### config.mk
export PLATFORM = sky130hd
export DESIGN_NAME = vid_fetch_sched
export DESIGN_NICKNAME = d
export VERILOG_FILES = /design/src/rtl/vid_pkg.sv /design/src/rtl/vid_fetch_addr_gen.sv /design/src/rtl/vid_fetch_sched.sv
export SDC_FILE = /design/constraint.sdc
export NUM_CORES = 1
export LEC_CHECK = 0
export ABC_CLOCK_PERIOD_IN_PS = 5800
export CAP_MARGIN = 20
export CORE_UTILIZATION = 54
export CTS_CLUSTER_SIZE = 25
export DETAILED_ROUTE_END_ITERATION = 6
export PLACE_DENSITY = 0.91
export SLEW_MARGIN = 30
export SYNTH_ARGS = -nofsm -noshare
export SYNTH_HDL_FRONTEND = slang
export SYNTH_HIERARCHICAL = 1
export SYNTH_SLANG_ARGS = --single-unit
### constraint.sdc
create_clock -name clk -period 5.8 [get_ports clk]
set_input_delay 1.16 -clock clk [delete_from_list [all_inputs] [get_ports clk]]
set_output_delay 1.16 -clock clk [all_outputs]
set_load 0.05 [all_outputs]
### src/rtl/vid_pkg.sv
// Shared bus constants and state encoding for the video fetch path.
// Imported by the scheduler and its address generator.
package vid_pkg;
  localparam logic [2:0] CMD_RD    = 3'b010;
  localparam logic [2:0] CMD_RDATA = 3'b011;
  localparam logic [2:0] CMD_WR    = 3'b100;
  localparam logic [2:0] CMD_WRRSP = 3'b101;

  localparam logic [1:0] LEN_4   = 2'b10;
  localparam logic [1:0] BID_REQ = 2'b11;

  localparam logic [31:0] BURST_BYTES = 32'd16;
  localparam logic [31:0] PIX_MASK    = 32'h00FF_FFFF;

  typedef enum logic [2:0] {
    ST_IDLE,
    ST_CHECK,
    ST_REQ,
    ST_ADDR,
    ST_DATA,
    ST_NEXT,
    ST_ABORT
  } state_t;
endpackage

### src/rtl/vid_fetch_addr_gen.sv
// Frame geometry shadow registers plus line/burst position tracking.
// load captures a new frame; step advances one burst.
module vid_fetch_addr_gen
  import vid_pkg::*;
(
  input  logic        clk,
  input  logic        reset,
  input  logic        load,
  input  logic        step,
  input  logic [31:0] base_addr,
  input  logic [31:0] lineinc,
  input  logic [12:0] hsize,
  input  logic [12:0] vsize,
  input  logic [1:0]  beat,
  output logic [31:0] burst_addr,
  output logic        last_burst,
  output logic        last_line,
  output logic        pix_valid
);
  logic [31:0] line_addr;
  logic [31:0] inc_s;
  logic [12:0] hsize_s;
  logic [12:0] vsize_s;
  logic [12:0] line_cnt;
  logic [13:0] burst_cnt;
  logic [13:0] nbursts;
  logic [15:0] pix_idx;

  assign nbursts    = ({1'b0, hsize_s} + 14'd3) >> 2;
  assign last_burst = burst_cnt == nbursts - 14'd1;
  assign last_line  = line_cnt == vsize_s - 13'd1;
  assign pix_idx    = {burst_cnt, 2'b00} + {14'd0, beat};
  assign pix_valid  = pix_idx < {3'd0, hsize_s};

  always_ff @(posedge clk) begin
    if (reset) begin
      line_addr  <= '0;
      burst_addr <= '0;
      inc_s      <= '0;
      hsize_s    <= '0;
      vsize_s    <= '0;
      line_cnt   <= '0;
      burst_cnt  <= '0;
    end else if (load) begin
      inc_s      <= lineinc;
      hsize_s    <= hsize;
      vsize_s    <= vsize;
      line_addr  <= base_addr;
      burst_addr <= base_addr;
      line_cnt   <= '0;
      burst_cnt  <= '0;
    end else if (step) begin
      if (!last_burst) begin
        burst_cnt  <= burst_cnt + 14'd1;
        burst_addr <= burst_addr + BURST_BYTES;
      end else begin
        burst_cnt  <= '0;
        line_cnt   <= line_cnt + 13'd1;
        line_addr  <= line_addr + inc_s;
        burst_addr <= line_addr + inc_s;
      end
    end
  end
endmodule

### src/rtl/vid_fetch_sched.sv
// Frame-buffer fetch scheduler: paces 4-word read bursts against
// pixel FIFO space and pushes the returned RGB words.
module vid_fetch_sched
  import vid_pkg::*;
#(
  parameter int         FIFO_DEPTH = 64,
  parameter logic [3:0] TARGET_ID  = 4'h1,
  parameter int         TIMEOUT    = 255
) (
  input  logic                          clk,
  input  logic                          reset,
  input  logic                          en,
  input  logic                          frame_start,
  input  logic [31:0]                   base_addr,
  input  logic [31:0]                   lineinc,
  input  logic [12:0]                   hsize,
  input  logic [12:0]                   vsize,
  input  logic [$clog2(FIFO_DEPTH):0]   fifo_level,
  input  logic                          ackin,
  input  logic                          selin,
  input  logic [2:0]                    cmdin,
  input  logic [31:0]                   addrdatain,
  output logic [1:0]                    reqout,
  output logic [3:0]                    reqtar,
  output logic [2:0]                    cmdout,
  output logic [1:0]                    lenout,
  output logic [31:0]                   addrdataout,
  output logic                          fifo_wr,
  output logic [31:0]                   fifo_wdata,
  output logic                          busy,
  output logic                          frame_done,
  output logic                          err_timeout,
  output logic                          frame_overrun
);
  localparam int LW = $clog2(FIFO_DEPTH) + 1;
  localparam int TW = $clog2(TIMEOUT + 1);
  localparam logic [LW-1:0] LVL_OK = LW'(FIFO_DEPTH - 4);
  localparam logic [TW-1:0] TMO    = TW'(TIMEOUT);

  state_t          state;
  logic [TW-1:0]   wait_cnt;
  logic [1:0]      beat;
  logic            pend;
  logic [31:0]     burst_addr;
  logic            last_burst;
  logic            last_line;
  logic            pix_valid;
  logic            load;
  logic            step;
  logic            is_beat;
  logic            zero_in;
  logic            last;
  logic            restart;
  logic            absorb;

  assign is_beat = selin && cmdin == CMD_RDATA;
  assign zero_in = hsize == '0 || vsize == '0;
  assign last    = last_burst && last_line;
  assign restart = en && (pend || frame_start);
  // A start landing on the final NEXT simply chains frames.
  assign absorb  = state == ST_NEXT && en && !pend && last;

  always_comb begin
    load = 1'b0;
    step = 1'b0;
    unique case (state)
      ST_IDLE, ST_ABORT: load = frame_start && en;
      ST_CHECK:          load = restart;
      ST_NEXT: begin
        load = restart;
        step = en && !restart && !last;
      end
      default: ;
    endcase
  end

  vid_fetch_addr_gen u_addr (
    .clk        (clk),
    .reset      (reset),
    .load       (load),
    .step       (step),
    .base_addr  (base_addr),
    .lineinc    (lineinc),
    .hsize      (hsize),
    .vsize      (vsize),
    .beat       (beat),
    .burst_addr (burst_addr),
    .last_burst (last_burst),
    .last_line  (last_line),
    .pix_valid  (pix_valid)
  );

  always_ff @(posedge clk) begin
    if (reset) begin
      state         <= ST_IDLE;
      wait_cnt      <= '0;
      beat          <= '0;
      pend          <= 1'b0;
      reqout        <= '0;
      reqtar        <= '0;
      cmdout        <= '0;
      lenout        <= '0;
      addrdataout   <= '0;
      fifo_wr       <= 1'b0;
      fifo_wdata    <= '0;
      busy          <= 1'b0;
      frame_done    <= 1'b0;
      err_timeout   <= 1'b0;
      frame_overrun <= 1'b0;
    end else begin
      fifo_wr    <= 1'b0;
      frame_done <= 1'b0;
      if (frame_start && busy) begin
        pend <= 1'b1;
        if (!absorb) frame_overrun <= 1'b1;
      end
      unique case (state)
        ST_IDLE, ST_ABORT: begin
          state <= ST_IDLE;
          if (frame_start && en) begin
            if (zero_in) begin
              frame_done <= 1'b1;
            end else begin
              busy  <= 1'b1;
              state <= ST_CHECK;
            end
          end
        end
        ST_CHECK: begin
          if (!en) begin
            busy  <= 1'b0;
            pend  <= 1'b0;
            state <= ST_IDLE;
          end else if (restart) begin
            pend <= 1'b0;
            if (zero_in) begin
              frame_done <= 1'b1;
              busy       <= 1'b0;
              state      <= ST_IDLE;
            end
          end else if (fifo_level <= LVL_OK) begin
            reqout   <= BID_REQ;
            reqtar   <= TARGET_ID;
            wait_cnt <= '0;
            state    <= ST_REQ;
          end
        end
        ST_REQ: begin
          if (!en || ackin || wait_cnt == TMO) begin
            reqout <= '0;
            reqtar <= '0;
          end
          if (!en) begin
            busy  <= 1'b0;
            pend  <= 1'b0;
            state <= ST_IDLE;
          end else if (ackin) begin
            cmdout      <= CMD_RD;
            lenout      <= LEN_4;
            addrdataout <= burst_addr;
            state       <= ST_ADDR;
          end else if (wait_cnt == TMO) begin
            err_timeout <= 1'b1;
            busy        <= 1'b0;
            pend        <= 1'b0;
            state       <= ST_ABORT;
          end else begin
            wait_cnt <= wait_cnt + TW'(1);
          end
        end
        ST_ADDR: begin
          cmdout      <= '0;
          lenout      <= '0;
          addrdataout <= '0;
          beat        <= '0;
          wait_cnt    <= '0;
          state       <= ST_DATA;
        end
        ST_DATA: begin
          if (is_beat) begin
            fifo_wdata <= addrdatain & PIX_MASK;
            fifo_wr    <= pix_valid;
            wait_cnt   <= '0;
            beat       <= beat + 2'd1;
            if (beat == 2'd3) state <= ST_NEXT;
          end else if (wait_cnt == TMO) begin
            err_timeout <= 1'b1;
            busy        <= 1'b0;
            pend        <= 1'b0;
            state       <= ST_ABORT;
          end else begin
            wait_cnt <= wait_cnt + TW'(1);
          end
        end
        ST_NEXT: begin
          pend <= 1'b0;
          if (!en) begin
            busy  <= 1'b0;
            state <= ST_IDLE;
          end else if (restart) begin
            if (!pend && last) frame_done <= 1'b1;
            if (zero_in) begin
              frame_done <= 1'b1;
              busy       <= 1'b0;
              state      <= ST_IDLE;
            end else begin
              state <= ST_CHECK;
            end
          end else if (last) begin
            frame_done <= 1'b1;
            busy       <= 1'b0;
            state      <= ST_IDLE;
          end else begin
            state <= ST_CHECK;
          end
        end
        default: state <= ST_IDLE;
      endcase
    end
  end
endmodule

==> flow_metrics.py <==
metrics = {
    "synth": {
        "ys_warn_count": 6,
        "synth.most_common_cell": "dfxtp_1",
        "ys_ff_latch": 226,
        "async_flop_share": 0,
        "synth_edf_count": 0,
        "yosys.area.top_type_share": 0.347,
        "yosys.area.top_type": "dfxtp_1",
        "yosysUniqueCellTypes": 88,
        "avgSynthCellArea_um2": 8.08,
        "synth_area_mm2": 0.0130,
        "yosys_most_used_dff": "dfxtp_1",
        "synth_common_cells": "dfxtp_1, nor2_1, nand2_1",
        "synth_area_leaders": "dfxtp_1, nor2_1, mux2i_1",
        "synth-seq-area-share": 0.347,
        "synthCells": 1612,
    },
    "sta": {
        "timing.final.crit_share": 0.844,
        "timing.fmax_mhz": 204,
        "final-hold-violation-count": 0,
        "setup_viol": 0,
        "post-route-min-period_ns": 4.90,
        "relSlewSlack": 0.336,
        "drv_slew": 0,
        "tightest_slew_ns": 0.990,
        "skew_ns": 0.0307,
        "setup_tns_ns": 0,
        "rsz0062_at_grt": "false",
    },
    "status": {
        "status": "complete, no violations",
    },
    "drt": {
        "wl_per_cell_um": 18.1,
        "drt_pass1_iterations": 5,
        "drc_errors": 0,
        "detail_route.iter0.violations": 1214,
        "drtAntennaViolNets": 0,
        "drt_wl_total_mm": 37.9,
        "vias": 13000,
        "vias_per_cell": 6.20,
    },
    "clock_tree": {
        "htree_levels": 1,
        "cts.sinks": 226,
        "clock_tree.root_cell": "clkbuf_16",
        "hold_buffers": 0,
        "post-cts-setup-buffer-count": 0,
        "cts_tree": "done",
        "cts_buffers": 26,
        "clock_latency_ns": 0.54,
        "cts_buffer_depth": 3,
        "ctsResizeCount": 0,
        "clk_pin_slew_worst_paths_ns": 0.06,
    },
    "grt": {
        "grt_pass1_vias": 12100,
        "grt_usage": 0.298,
        "grt_pass1_wl_mm": 60.0,
        "grt_max_degree": 76,
        "grt_overflow": 0,
        "antenna_found_initial": 0,
    },
    "critical_path": {
        "worstSetupPathType": "flip-flop to flip-flop",
        "crit_buf_inv": 3,
        "max_stage_delay_ns": 0.50,
        "path_delay_family": "simple AND/OR/NAND/NOR gates",
        "cp.arrival_ns": 5.36,
        "required_ns": 6.26,
        "crit_path_max_fanout": 37,
        "critPathSlowestCell": "dfxtp_1",
        "start_kind": "flip-flop",
        "crit_chain": "inv_1 -> xnor2_1 -> ha_1 -> nor3b_1 -> mux2i_1 -> nor3b_1 -> a211o_1 -> a211oi_2 -> nor4bb_4 -> nand2_1 -> nor3b_2 -> buf_4 -> o21ai_0 -> nor4_4 -> buf_12 -> nand4_2 -> or4_1 -> nand2_1",
        "critPathCaptureType": "flip-flop",
    },
    "cells_and_area": {
        "fin_cells": 2095,
        "area_growth_pct": 22.8,
        "fin_util": 0.680,
        "finalNetCount": 1948,
        "drive_above_1_share": 0.0535,
        "final_area_mm2": 0.0160,
        "n_antenna_cell": 0,
    },
    "power_and_ir_drop": {
        "ir_drop_mv": 0.198,
        "powerDensity_mw_per_mm2": 248,
        "p_leak_nw": 6.17,
        "power_mw": 3.97,
    },
    "placement": {
        "dp_cells": 2050,
        "place_area_mm2": 0.0151,
        "numPortBuffers": 195,
        "globalplace.congestion": 0.953,
        "dp_hpwl_mm": 27.1,
    },
    "die": {
        "ioPinCount": 218,
        "die_w_um": 157,
        "dieHeight_um": 157,
        "coreArea_mm2": 0.0235,
        "die-area_mm2": 0.0248,
        "rows": 56,
        "start_util": 0.553,
    },
    "flow_run": {
        "maxCapViolations": 0,
    },
    "worst_hold_path": {
        "hold_class": "flip-flop to flip-flop",
    },
}
worst register-to-register path, cell delays in order, from the launching register on:
cell	delay (ns)
dfxtp_1	0.50
inv_1	0.15
xnor2_1	0.22
ha_1	0.30
nor3b_1	0.36
mux2i_1	0.24
nor3b_1	0.19
a211o_1	0.31
a211oi_2	0.47
nor4bb_4	0.12
nand2_1	0.15
nor3b_2	0.22
buf_4	0.20
o21ai_0	0.15
nor4_4	0.21
buf_12	0.29
nand4_2	0.20
or4_1	0.50
nand2_1	0.07
layer usage:
layer,vias up,track usage,share of wire
met2,736,0.500,0.47
met1,6074,0.386,0.41
met4,0,0.114,0.036
li1,6048,-,-
met3,123,0.0421,0.087
met5,-,0,0
state kept, by name, indices dropped and copies added, names as in the netlist:
register / count
wait_cnt: 8
u_addr/line_cnt: 13
u_addr/burst_addr: 32
u_addr/vsize_s: 13
fifo_wdata: 24
fifo_wr: 1
beat: 2
frame_done: 1
busy: 1
err_timeout: 1
pend: 1
u_addr/inc_s: 32
addrdataout: 32
lenout: 1
u_addr/line_addr: 32
state: 3
reqout: 1
frame_overrun: 1
u_addr/burst_cnt: 14
u_addr/hsize_s: 13
metrics by stage:
stage               hold WS, ns  worst slack (ns)
floorplan                 0.436              1.24
global placement          0.441              1.14
detailed placement        0.448             0.990
CTS                       0.460             0.983
global route              0.473             0.578
finish                    0.456             0.903
cell families (layout without fill, tap and decap cells):
group	Yosys count	in the layout	share of synthesized area
compound gates	389	389	0.195
flops	226	226	0.347
buf+inv	147	298	0.0495
fa+ha+maj	51	51	0.0495
other cells	1	14	0.000288
xor+xnor	95	95	0.0649
mux	81	81	0.0625
simple gates	622	622	0.231
where the power goes:
part | switching [mW] | internal (mW)
Combinational | 0.347 | 0.284
Clock | 0.654 | 1.01
Sequential | 0.0634 | 1.61
cell type report:
type / instances / area (µm²)
timing repair buffer: 212 / 2100
clock inverter: 10 / 116
multi-input combinational: 1252 / 7940
clock buffer: 35 / 766
inverter: 41 / 154
tap: 319 / 399
fill: 1803 / 7540
sequential: 226 / 4520
cells in the final DEF, fill, tap and decap left out, types with 42 or more instances in the layout:
cell type,count
o21ai_0,59
clkdlybuf4s50_1,194
mux2i_1,78
nand3_1,42
xnor2_1,45
dfxtp_1,226
nand2_1,172
a21oi_1,124
xor2_1,49
ha_1,50
nor2_1,211
final timing paths:
check                    start             endpoint  slack, ns  cells past startpoint
max          u_addr/hsize_s[2]  u_addr/line_cnt[10]       0.90                     18
min              fifo_wdata[7]        fifo_wdata[7]       0.46                      2
max reg2reg  u_addr/hsize_s[2]  u_addr/line_cnt[10]       0.90                     18
min reg2reg      fifo_wdata[7]        fifo_wdata[7]       0.46                      2
No activity file was read; power rests on OpenSTA's default activity.
